==> src/rtl/axi_wrt_arbiter_if.sv <==
// rtl/axi_wrt_arbiter_if.sv - requester, write-buffer and AXI AW signals of the write-back arbiter
interface axi_wrt_arbiter_if #(
    parameter int ADDR_W = 32,
    parameter int LINE_W = 512
);
    logic              req0;
    logic              req1;
    logic [ADDR_W-1:0] addr0;
    logic [ADDR_W-1:0] addr1;
    logic [LINE_W-1:0] line0;
    logic [LINE_W-1:0] line1;
    logic              done0;
    logic              done1;
    logic              busy;
    logic              awvalid;
    logic              awready;
    logic [ADDR_W-1:0] awaddr;
    logic [7:0]        awlen;
    logic [2:0]        awsize;
    logic [1:0]        awburst;
    logic              w_buf_we;
    logic [LINE_W-1:0] w_line_mem;
    logic              wrt_AXI_finish;
    logic              wrt_reset;

    // Arbiter side: consumes requests, drives AW and the write buffer.
    modport master (
        input  req0, req1, addr0, addr1, line0, line1, awready, wrt_AXI_finish,
        output done0, done1, busy, awvalid, awaddr, awlen, awsize, awburst,
               w_buf_we, w_line_mem, wrt_reset
    );

    // Environment side: requesters, AXI slave and write buffer.
    modport slave (
        output req0, req1, addr0, addr1, line0, line1, awready, wrt_AXI_finish,
        input  done0, done1, busy, awvalid, awaddr, awlen, awsize, awburst,
               w_buf_we, w_line_mem, wrt_reset
    );
endinterface

==> src/rtl/axi_wrt_arbiter.sv <==
// rtl/axi_wrt_arbiter.sv - two-port round-robin write-back scheduler in front of the AXI write buffer
module axi_wrt_arbiter #(
    parameter int ADDR_W = 32,
    parameter int LINE_W = 512
) (
    input  logic              clk,
    input  logic              rstn,
    axi_wrt_arbiter_if.master bus
);
    localparam logic [2:0] S_IDLE = 3'd0;
    localparam logic [2:0] S_LOAD = 3'd1;
    localparam logic [2:0] S_ADDR = 3'd2;
    localparam logic [2:0] S_WAIT = 3'd3;
    localparam logic [2:0] S_DONE = 3'd4;

    logic [2:0]        state_q, state_d;
    logic              gnt_q, gnt_d;
    logic              rr_last_q, rr_last_d;
    logic [ADDR_W-1:0] awaddr_q, awaddr_d;
    logic              win;
    logic [ADDR_W-1:0] addr_win;

    // Next-state logic: arbitrate in IDLE, then walk the fixed write-back sequence.
    always_comb begin
        state_d   = state_q;
        gnt_d     = gnt_q;
        rr_last_d = rr_last_q;
        awaddr_d  = awaddr_q;
        // On a tie the port that did not win last time goes; a lone request always wins.
        win       = (bus.req0 && bus.req1) ? ~rr_last_q : bus.req1;
        addr_win  = win ? bus.addr1 : bus.addr0;
        case (state_q)
            S_IDLE: begin
                if (bus.req0 || bus.req1) begin
                    gnt_d     = win;
                    rr_last_d = win;
                    awaddr_d  = {addr_win[ADDR_W-1:6], 6'b0};
                    state_d   = S_LOAD;
                end
            end
            S_LOAD:  state_d = S_ADDR;
            S_ADDR:  if (bus.awready) state_d = S_WAIT;
            S_WAIT:  if (bus.wrt_AXI_finish) state_d = S_DONE;
            S_DONE:  state_d = S_IDLE;
            default: state_d = S_IDLE;
        endcase
    end

    // State registers; rr_last resets to 1 so port 0 takes the first contest.
    always_ff @(posedge clk or negedge rstn) begin
        if (!rstn) begin
            state_q   <= S_IDLE;
            gnt_q     <= 1'b0;
            rr_last_q <= 1'b1;
            awaddr_q  <= '0;
        end else begin
            state_q   <= state_d;
            gnt_q     <= gnt_d;
            rr_last_q <= rr_last_d;
            awaddr_q  <= awaddr_d;
        end
    end

    // Outputs decode straight from registered state, so an async reset clears them at once.
    assign bus.busy       = (state_q != S_IDLE);
    assign bus.w_buf_we   = (state_q == S_LOAD);
    assign bus.w_line_mem = (state_q == S_LOAD) ? (gnt_q ? bus.line1 : bus.line0) : '0;
    assign bus.awvalid    = (state_q == S_ADDR);
    assign bus.awaddr     = awaddr_q;
    assign bus.awlen      = 8'd15;
    assign bus.awsize     = 3'b010;
    assign bus.awburst    = 2'b01;
    assign bus.wrt_reset  = (state_q == S_DONE);
    assign bus.done0      = (state_q == S_DONE) && !gnt_q;
    assign bus.done1      = (state_q == S_DONE) &&  gnt_q;
endmodule

==> src/flat_wrapper.sv <==
// flat-port wrapper written by rule: the top's interface ports become plain ports
module axi_wrt_arbiter_flat 
#(
    parameter int ADDR_W = 32,
    parameter int LINE_W = 512
)
  (clk, rstn, bus_req0, bus_req1, bus_addr0, bus_addr1, bus_line0, bus_line1, bus_awready, bus_wrt_AXI_finish, bus_done0, bus_done1, bus_busy, bus_awvalid, bus_awaddr, bus_awlen, bus_awsize, bus_awburst, bus_w_buf_we, bus_w_line_mem, bus_wrt_reset);
  axi_wrt_arbiter_if #(.ADDR_W(ADDR_W), .LINE_W(LINE_W)) bus_i ();
  input  logic clk;
  input  logic rstn;
  input wire logic [$bits(bus_i.req0)-1:0] bus_req0;
  input wire logic [$bits(bus_i.req1)-1:0] bus_req1;
  input wire logic [$bits(bus_i.addr0)-1:0] bus_addr0;
  input wire logic [$bits(bus_i.addr1)-1:0] bus_addr1;
  input wire logic [$bits(bus_i.line0)-1:0] bus_line0;
  input wire logic [$bits(bus_i.line1)-1:0] bus_line1;
  input wire logic [$bits(bus_i.awready)-1:0] bus_awready;
  input wire logic [$bits(bus_i.wrt_AXI_finish)-1:0] bus_wrt_AXI_finish;
  output wire logic [$bits(bus_i.done0)-1:0] bus_done0;
  output wire logic [$bits(bus_i.done1)-1:0] bus_done1;
  output wire logic [$bits(bus_i.busy)-1:0] bus_busy;
  output wire logic [$bits(bus_i.awvalid)-1:0] bus_awvalid;
  output wire logic [$bits(bus_i.awaddr)-1:0] bus_awaddr;
  output wire logic [$bits(bus_i.awlen)-1:0] bus_awlen;
  output wire logic [$bits(bus_i.awsize)-1:0] bus_awsize;
  output wire logic [$bits(bus_i.awburst)-1:0] bus_awburst;
  output wire logic [$bits(bus_i.w_buf_we)-1:0] bus_w_buf_we;
  output wire logic [$bits(bus_i.w_line_mem)-1:0] bus_w_line_mem;
  output wire logic [$bits(bus_i.wrt_reset)-1:0] bus_wrt_reset;
  assign bus_i.req0 = bus_req0;
  assign bus_i.req1 = bus_req1;
  assign bus_i.addr0 = bus_addr0;
  assign bus_i.addr1 = bus_addr1;
  assign bus_i.line0 = bus_line0;
  assign bus_i.line1 = bus_line1;
  assign bus_i.awready = bus_awready;
  assign bus_i.wrt_AXI_finish = bus_wrt_AXI_finish;
  assign bus_done0 = bus_i.done0;
  assign bus_done1 = bus_i.done1;
  assign bus_busy = bus_i.busy;
  assign bus_awvalid = bus_i.awvalid;
  assign bus_awaddr = bus_i.awaddr;
  assign bus_awlen = bus_i.awlen;
  assign bus_awsize = bus_i.awsize;
  assign bus_awburst = bus_i.awburst;
  assign bus_w_buf_we = bus_i.w_buf_we;
  assign bus_w_line_mem = bus_i.w_line_mem;
  assign bus_wrt_reset = bus_i.wrt_reset;
  axi_wrt_arbiter #(.ADDR_W(ADDR_W), .LINE_W(LINE_W)) u_core (.clk(clk), .rstn(rstn), .bus(bus_i));
endmodule
==> config.mk <==
export PLATFORM = sky130hd
export DESIGN_NAME = axi_wrt_arbiter_flat
export DESIGN_NICKNAME = d
export VERILOG_FILES = /design/src/rtl/axi_wrt_arbiter_if.sv /design/src/rtl/axi_wrt_arbiter.sv /design/src/flat_wrapper.sv
export SDC_FILE = /design/constraint.sdc
export NUM_CORES = 1
export LEC_CHECK = 0
export ABC_CLOCK_PERIOD_IN_PS = 2050
export CORE_AREA = 2 2 643 645
export DETAILED_ROUTE_END_ITERATION = 6
export DIE_AREA = 0 0 645 647
export GPL_TIMING_DRIVEN = 0
export PLACE_DENSITY_LB_ADDON = 0.12
export SLEW_MARGIN = 30
export SYNTH_ARGS = -nofsm -noshare
export SYNTH_HDL_FRONTEND = slang
export SYNTH_SLANG_ARGS = --single-unit
==> constraint.sdc <==
create_clock -name clk -period 2.05 [get_ports clk]
set_input_delay 0.205 -clock clk [delete_from_list [all_inputs] [get_ports clk]]
set_output_delay 0.205 -clock clk [all_outputs]
set_load 0.005 [all_outputs]
* Word level (Yosys, flattened, before mapping)
Cells that the tools add are included.
** Storage, ports and cells
- Flip-flop bits (word level) :: 31
- Input bits :: 1094
- Output and inout bits :: 563
** Operators by class
- Equal/unequal tests :: 7
- Muxes and demuxes :: 8
- Bitwise operators :: 1
- Reduce and logical (&&, ||, !) cells :: 9
** Operator list (number)
- $mux 512 :: 2
- $mux 32 :: 1
- $pmux 3 s4 :: 1
- $mux 3 :: 3
- $eq 3x2->1 const B :: 2
- $ne 2x2->1 const B :: 2
- $eq 3x1->1 const B :: 1
- $eq 3x3->1 const B :: 1
- $logic_and 1x1->1 :: 3
- $logic_not 3->1 :: 1
- $reduce_and 3->1 :: 1
- $reduce_bool 3->1 :: 1
- $ne 2x1->1 const B :: 1
- $reduce_and 2->1 :: 1
- $logic_not 1->1 :: 1
- $logic_or 1x1->1 :: 1
- $mux 1 :: 1
- $not 1->1 :: 1

* Longest topological paths before layout
Gate-level depths: netlist of run 1.
- Word-level depth :: 3
- Depth in mapped cells :: 5
- Depth with buffers taken out :: 3

* Worst setup path before layout of run 1
OpenSTA, ideal clock, no wires.
- Path type :: reg-to-output
- From :: register u_core.state_q[1]
- To :: output port bus_w_line_mem[100]
- Arrival time :: 1360 ps
- Data required time :: 1845 ps
- Setup slack :: 485 ps
- Cell stages (with the launch flop) :: 6
- Cell sequence :: dfrtp_1 or3b_1 buf_4 buf_6 buf_6 nor2_1
** On the way
- Longest elaborated chain between the ends :: 2
** Ends and longest elaborated chain
- from (decl) :: line axi_wrt_arbiter.sv:16 : logic [2:0] state_q, state_d;
- from (signal assigned) :: line axi_wrt_arbiter.sv:57 : state_q <= state_d;
- $eq 3x1->1 :: line axi_wrt_arbiter.sv:67 : assign bus.w_line_mem = (state_q == S_LOAD) ? (gnt_q ? bus.line1 : bus.line0) : '0;
- $mux 512 :: line axi_wrt_arbiter.sv:67
- to (decl) :: line flat_wrapper.sv:28 : output wire logic [$bits(bus_i.w_line_mem)-1:0] bus_w_line_mem;
No other way between the ends.

* Final worst setup path of run 1
- From :: register u_core.state_q[1]
- To :: output port bus_w_line_mem[400]
Same word-level chain as after synthesis.

==> results.md, run 1 <==
* Worst r2r path cells at 5
* Final cell count without fillers at ~8,500
* Achievable clock frequency at ~0.35 GHz
* Leading cell types by count after synthesis: nor2_1 (515), mux2i_1 (512), buf_6 (52)
* Number of distinct standard cells referenced by the synthesized netlist at 27
* Height of the die at between 600 and 700 µm
* Worst setup slack for register-to-register paths at -160 ps
* Crit path max-delay cell type: clkdlybuf4s50_1
* TritonCTS Buffers at 5
* Cell with the most instances after synthesis: nor2_1
* Floorplan die width at ~650 µm
* Starting DRT DRC Count at between 900 and 1,000
* Clock tree buffer depth at 2
* Post-route cell area at about 0.039 mm²
* Fraction of registers with async set/reset at 100%
* DIE AREA at around 0.42 mm²
* Number of design rule violations left after detail routing at 0
* Final critical-path share of the clock period at 138%
* Min Tclk post-route at between 2000 and 3000 ps
* GRT Util Overall at ~14%
* FF/Latch Area at 782 µm²
* CTS H-tree lvls at 2
* Share of the core filled with cells in the final layout at about a tenth
* Number of vias after detailed routing at ~19,000
* Violated checks: setup timing
* Largest fanout on the critical path at 10
* Library cell occupying the most area in the post-synthesis netlist: mux2i_1
* Fraction of final layout cells with drive strength greater than 1 at between 20 and 30%
* Post-placement worst setup slack at -2090 ps
* Core box area at a little over 0.4 mm²
* Register bit count reported by yosys at 31
* Post-DP Area at around 0.033 mm²
* Count of endpoints failing hold in the final timing report at 0
* Area fraction of the dominant cell type after synthesis at a little over half
* Clock latency reported for the late side of the worst-skew pair at 300 ps
* Setup repair after global routing missed its margin: yes
* Outcome: finished with violations
* WL final at about 320 mm
* Number of instances in the synthesized netlist at about 1,300
* Last weighted congestion value of the routability-driven placer at around 0.92
* Actual slew at the worst max-slew pin at slightly above 600 ps
* Max VDD drop at 0.418 mV
* Number of global-route vias before repair at 19,000
* Grt total ovfl at 0
* Row Count at 236
* Final nets at about 4,000
* Number of optimization iterations in the first detailed-route pass at 5
* Total clock sinks at 31
* Fin worst setup slack at -776 ps
* Residual antenna-violating net count after detailed routing at 0
* Synthesis Warnings at 0
* Top cells by area, synth: mux2i_1 (54%), nor2_1 (20%), dfrtp_1 (7.9%)
* Register area share after synthesis at 8.16%
* Clock tree from TritonCTS: built
* Cell area after synthesis at between 0.009 and 0.01 mm²
* Max-slew violations at 0
* Startpoint type of the worst setup path: register
* Routed wirelength normalized by instance count at around 37 µm
* Wire length of the first global-routing pass at between 300 and 400 mm
* Number of antenna violations at the first check in global routing at 240
* DPL Wire Length at between 200 and 300 mm
* Chain of cells forming the critical path: or3b_4 > buf_16 > buf_12 > buf_6 > nor2_1 > clkdlybuf4s50_1
* Filler cells at about 48,000
* Headroom to the max-slew limit at about three fifths
* Slowest Stage Delay on Critical Path at 570 ps
* Worst min-delay path category: input pin to async pin
* Buffer cell driving the clock tree root: clkbuf_16
* Crit Path Category: register to output port
* Data required time at the worst endpoint at 1850 ps
* Count of flip-flops with a built-in enable after synthesis at 0
* Start of the worst register-to-register path: u_core.state_q[1]$_DFFE_PN0P_
* Pin count of the biggest net entering global routing at 19
* Num ports at ~1,700
* Area Growth Syn to Fin at 306%
* PwrDens at about 1100 mW/mm²
* Critical path data arrival time at roughly 2600 ps
* Clock transition at path regs at approximately 60 ps
* Port bufs at about 1,600
* Setup violations, final at approximately 540
* Number of max-cap violations at 0
* Leakage power at approximately 0.014 µW
* Mean instance size in the synthesized netlist at approximately 7.5 µm²
* Worst R2R End: u_core.bus.awaddr[24]$_DFFE_PN0P_
* Multi-input gate area in the final layout at roughly 0.011 mm²
* Starting density of the core at approximately 2.3%
* Post-route clock skew at slightly above 5 ps
* Number of cells in the design after placement at 8,404
* Element type at the critical path end: output port
* Most frequently used flop master after synthesis: dfrtp_1
* Via-to-Cell Ratio at between 2 and 2.5
[worst max-delay path: cells and delay by family (launching register included)]
kind	cells	cell delay, ps
buffers and inverters	4	1140
and+or+nand+nor	2	660
DFF	1	400
[sequential cells by signal, summed over array words and instances (netlist names)]
name,cells
u_core.gnt_q,1
u_core.state_q,3
u_core.bus.awaddr,26
u_core.rr_last_q,1
[metal layers]
| layer | up-vias | global-route usage, % | share of wire (%) |
|---|---|---|---|
| li1 | 7905 | - | - |
| met1 | 9025 | 16.3 | 39 |
| met2 | 1265 | 24.3 | 47 |
| met3 | 451 | 7.73 | 12 |
| met4 | 146 | 2.23 | 2.2 |
| met5 | - | 0 | 0.30 |
[what timing repair did]
| item | 4_1_cts | 5_1_grt |
|---|---|---|
| hold buffers | 1 | 0 |
| endpoints found under the setup margin | 539 | 538 |
| pin swaps | 24 | 26 |
| resized for setup | 1483 | 613 |
| endpoints found under the hold margin | 12 | 0 |
| gates cloned | 12 | 5 |
| setup buffers | 57 | 22 |
[cells by family (layout without fill, tap and decap cells)]
family	count (synthesis)	count (layout)	synth area share (%)
buffers and inverters	145	1877	11.2
other	2	37	0.0789
AOI/OAI and AO/OA	58	58	5.49
DFF	31	31	8.16
and+or+nand+nor	530	530	21.3
muxes	512	512	53.8
[stage by stage]
| step | total power, µW | hold slack, ps | TNS [ps] |
|---|---|---|---|
| 2_1_floorplan | 11200 | -90.6 | 0 |
| 3_3_place_gp | 31500 | 517 | -999890 |
| 3_5_place_dp | 31800 | 196 | -710090 |
| 4_1_cts | 40900 | 521 | -322400 |
| 5_1_grt | 43500 | 530 | -278500 |
| 6_report | 41500 | 495 | -247270 |
[area by class of cell]
class | instances | area share [%]
Inverter | 2 | 0.0194
Multi-Input combinational cell | 1119 | 29.4
Clock inverter | 2 | 0.0906
Clock buffer | 6 | 0.359
Buffer | 138 | 5.13
Timing Repair Buffer | 1729 | 45.2
Antenna cell | 18 | 0.117
Sequential cell | 31 | 2.02
Tap cell | 5474 | 17.7
[cells in the final DEF (no fill, tap or decap), types with 2 or more instances in the layout]
master and n:
a21o_1 26, a21oi_1 3, a31oi_1 2, and3_1 2, buf_12 52, buf_16 35
buf_2 45, buf_4 93, buf_6 117, buf_8 21, clkbuf_1 8, clkbuf_16 16
clkbuf_2 26, clkbuf_8 5, clkdlybuf4s15_1 2, clkdlybuf4s15_2 21, clkdlybuf4s50_1 1251, conb_1 19
dfrtp_1 26, dfrtp_2 4, diode_2 18, dlygate4sd2_1 172, dlymetal6s2s_1 7, inv_1 2
mux2i_1 239, mux2i_2 71, mux2i_4 202, nand2_1 3, nand2b_1 2, nand3_1 2
nor2_1 353, nor2_2 81, nor2_4 81, o221a_1 5, o221a_2 21
[worst max path at each step]
stage / from / end / slack [ps] / depth (start not counted)
3_3_place_gp: u_core.gnt_q$_DFFE_PN0P_ / bus_w_line_mem[211] / -3050 / 6
5_1_grt: u_core.state_q[1]$_DFFE_PN0P_ / bus_w_line_mem[397] / -790 / 6
6_report: u_core.state_q[1]$_DFFE_PN0P_ / bus_w_line_mem[400] / -780 / 6
4_1_cts: u_core.state_q[1]$_DFFE_PN0P_ / bus_w_line_mem[285] / -780 / 6
2_1_floorplan: u_core.state_q[1]$_DFFE_PN0P_ / bus_w_line_mem[100] / 490 / 5
3_5_place_dp: u_core.gnt_q$_DFFE_PN0P_ / bus_w_line_mem[268] / -2090 / 6
[power breakdown]
part / internal, µW / switching, µW / total [µW]
Clock: 607 / 362 / 969
Combinational: 18100 / 21300 / 39400
Sequential: 928 / 212 / 1140
(Power assumes the default switching activity.)
==> inputs of run 2 (changes only) <==
- TNS_END_PERCENT: not set -> 100
==> results of run 2 <==
The final DEF is identical to that of run 1; final timing and power are the same.
==> inputs of run 3 (changes only) <==
- ABC_AREA: not set -> 1
- CORE_AREA: 2 2 643 645 -> 2 2 644 646
- CTS_BUF_LIST: not set -> sky130_fd_sc_hd__clkbuf_16
- DIE_AREA: 0 0 645 647 -> 0 0 646 648
- GPL_TIMING_DRIVEN: 0 -> not set
==> run 3 against run 2 <==
Effect of this change: the flow still finishes with violations (setup timing); design area increased by 15%; critical path depth is 1 higher; clock-buffer cell count is 1 lower; setup slack better by 280 ps; core utilization increased by 1.4 points; maximum frequency grew 11%; critical endpoint is now bus_w_line_mem[221].
==> results.md, run 3 <==
* Outcome: finished with violations
* Violated checks: setup timing
* Gate power share at a little over nine tenths
* Total length of routed met3 wires at around 32 mm
* Most frequent standard cell in the layout excluding fill and tap cells: clkdlybuf4s50_1
* Total clock sinks at 31
* DIE AREA at about 0.42 mm²
* Multi-input gate area in the final layout at roughly 0.011 mm²
* DPL Wire Length at ~280 mm
* Number of distinct standard cells referenced by the synthesized netlist at 20
* Register area share after synthesis at about 7%
* Final nets at 5,019
* Element type at the critical path end: output port
* Switching share of total power at a little over half
* Post-route cell area at roughly 0.044 mm²
* Uppermost signal routing layer after detailed routing: met5
* Critical path data arrival time at approximately 2300 ps
* Number of global-route vias before repair at approximately 23,000
* Fin worst setup slack at -498 ps
* Buffer cell driving the clock tree root: clkbuf_16
* Clock latency reported for the late side of the worst-skew pair at about 360 ps
* Hold Slack at ~250 ps
* Area Growth Syn to Fin at 303%
* Worst r2r path cells at 7
* P_int at roughly 25,000 µW
* Clock tree from TritonCTS: built
* Number of flip-flops under the largest register name at 26
* Cell area after synthesis at about 0.011 mm²
* Headroom to the max-slew limit at between 40 and 50%
* Power share of the sequential group at ~2.1%
* Final critical-path share of the clock period at 124%
* Min Tclk post-route at about 2500 ps
* Floorplan die width at around 650 µm
* Top cells by area, synth: nand2_1 (40%), a21oi_2 (36%), dfrtp_1 (6.8%)
* Leakage power at between 0.015 and 0.02 µW
* Wl on met1 at ~120 mm
* Post-route clock skew at 41.8 ps
* Max VDD drop at between 0.4 and 0.5 mV
* Most frequently used flop master after synthesis: dfrtp_1
* CTS H-tree lvls at 2
* Starting DRT DRC Count at about 1,100
* GRT Util Overall at between 10% and 20%
* Grt total ovfl at 0
* Starting density of the core at 2.68%
* Fraction of final layout cells with drive strength greater than 1 at between 40 and 50%
* Crit Path Category: register to output port
* Total met2 wirelength after detailed routing at around 160 mm
* Clock transition at path regs at around 110 ps
* Number of vias after detailed routing at between 20,000 and 25,000
* Register bit count reported by yosys at 31
* Clock tree buffer depth at 2
* Core box area at between 0.4 and 0.5 mm²
* PwrDens at between 1000 and 1500 mW/mm²
* Setup repair after global routing missed its margin: yes
* Mean instance size in the synthesized netlist at roughly 5.6 µm²
* Startpoint type of the worst setup path: register
* Leading cell types by count after synthesis: nand2_1 (1,166), a21oi_2 (450), buf_2 (68)
* Actual slew at the worst max-slew pin at around 760 ps
* Largest fanout on the critical path at 8
* Number of antenna violations at the first check in global routing at 137
* Area fraction of the dominant cell type after synthesis at 39.6%
* WL final at between 300 and 400 mm
* Achievable clock frequency at ~0.39 GHz
* Data required time at the worst endpoint at ~1900 ps
* FF/Latch Area at 781 µm²
* Height of the die at about 650 µm
* Row Count at 236
* Wire length of the first global-routing pass at ~360 mm
* Fraction of registers with async set/reset at 100%
* Number of max-cap violations at 0
* TritonCTS Buffers at 5
* Count of flip-flops with a built-in enable after synthesis at 0
* Number of instances in the synthesized netlist at around 2,000
* Filler cells at 47,900
* Worst min-delay path category: input pin to async pin
* Worst setup slack for register-to-register paths at 280 ps
* Port bufs at 1,625
* Synthesis Warnings at 0
* Last weighted congestion value of the routability-driven placer at roughly 0.92
* Routed wirelength normalized by instance count at around 33 µm
* Number of design rule violations left after detail routing at 0
* Via-to-Cell Ratio at between 2 and 2.5
* Pin count of the biggest net entering global routing at 35
* Library cell occupying the most area in the post-synthesis netlist: nand2_1
* Residual antenna-violating net count after detailed routing at 0
* Max-slew violations at 0
* Net switching power at around 30,000 µW
* Post-DP Area at between 0.03 and 0.04 mm²
* Clock share of power at 1.9%
* Count of endpoints failing hold in the final timing report at 0
* Num ports at ~1,700
* Number of optimization iterations in the first detailed-route pass at 5
* Most used cells in the layout excluding fill and tap cells: clkdlybuf4s50_1 (1,115), nand2_1 (998), buf_12 (355), a21oi_2 (302), buf_4 (274)
* Cell with the most instances after synthesis: nand2_1
* Setup violations, final at approximately 510
## run 3: cell types whose count changed after synthesis, sizes merged, moves of 15 or more
cell,previous run,this run
a21o,26,0
mux2i,512,0
nor2,515,7
a21oi,3,512
o221a,26,0
buf,120,147
inv,2,17
nand2,3,1168
clkbuf,23,53
nand3,2,33
## run 3: path summary, 6_finish.rpt
kind                                                        start                           endpoint
worst max register to register      u_core.state_q[0]$_DFFE_PN0P_           u_core.gnt_q$_DFFE_PN0P_
worst min-delay path                                         rstn  u_core.bus.awaddr[27]$_DFFE_PN0P_
worst min register to register  u_core.bus.awaddr[10]$_DFFE_PN0P_  u_core.bus.awaddr[10]$_DFFE_PN0P_
max in group asynchronous                                    rstn           u_core.gnt_q$_DFFE_PN0P_
worst max-delay path                u_core.state_q[2]$_DFFE_PN0P_                bus_w_line_mem[221]
min in group clk                u_core.bus.awaddr[10]$_DFFE_PN0P_  u_core.bus.awaddr[10]$_DFFE_PN0P_
## run 3: power groups by stage
stage	Sequential, µW	Combinational (µW)	Clock (µW)
finish	1140	53100	1060
global route	1190	56400	1150
CTS	1140	47800	1160
detailed placement	1140	43700	0
global placement	1140	44000	0
floorplan	1110	11900	0
## run 3: final cells by class
type,instances,area share [%]
inverter,17,0.177
multi-input combinational,1740,25.6
clock buffer,5,0.281
sequential,31,1.76
tap,5474,15.4
clock inverter,3,0.0985
antenna,49,0.276
timing repair buffer,2130,56.4
## run 3: worst max-delay path, stage by stage, from the launching register on
cell,delay (ps)
dfrtp_1,410
inv_2,70
nand3_4,90
buf_16,170
buf_12,230
buf_16,140
a21oi_4,200
clkdlybuf4s50_1,570
## run 3: repair_timing
action	4_1_cts	5_1_grt
hold endpoints to repair	10	0
gates resized for setup	254	974
pin swaps	11	140
setup endpoints to repair	516	517
hold buffers	1	0
gates cloned	12	31
setup buffers	46	143
## run 3: cells by family (layout without fill, tap and decap cells)
logic type	Yosys count	count (layout)	synth area share, %
other cells	2	68	0.0680
buf+inv	217	2155	12.6
flops	31	31	7.04
compound gates	513	513	38.6
simple gates	1208	1208	41.7
## run 3: through the flow
stage,total power [µW],utilization (%),instances,setup WS [ps],setup TNS [ps]
final,55300,10.8,9449,-498,-143770
after global routing,58700,10.8,9441,-547,-190670
after CTS,50100,9.81,9245,-676,-239280
after detailed placement,44900,9.33,9179,-620,-53220
after global placement,45100,9.33,9179,-656,-52110
after floorplan,13000,-,1988,708,0
## run 3: routing by layer
| metal | global-route usage, % | vias to the layer above |
|---|---|---|
| li1 | - | 10200 |
| met1 | 15.2 | 11100 |
| met2 | 25.1 | 1112 |
| met3 | 6.28 | 279 |
| met4 | 2.39 | 50 |
| met5 | 0 | - |
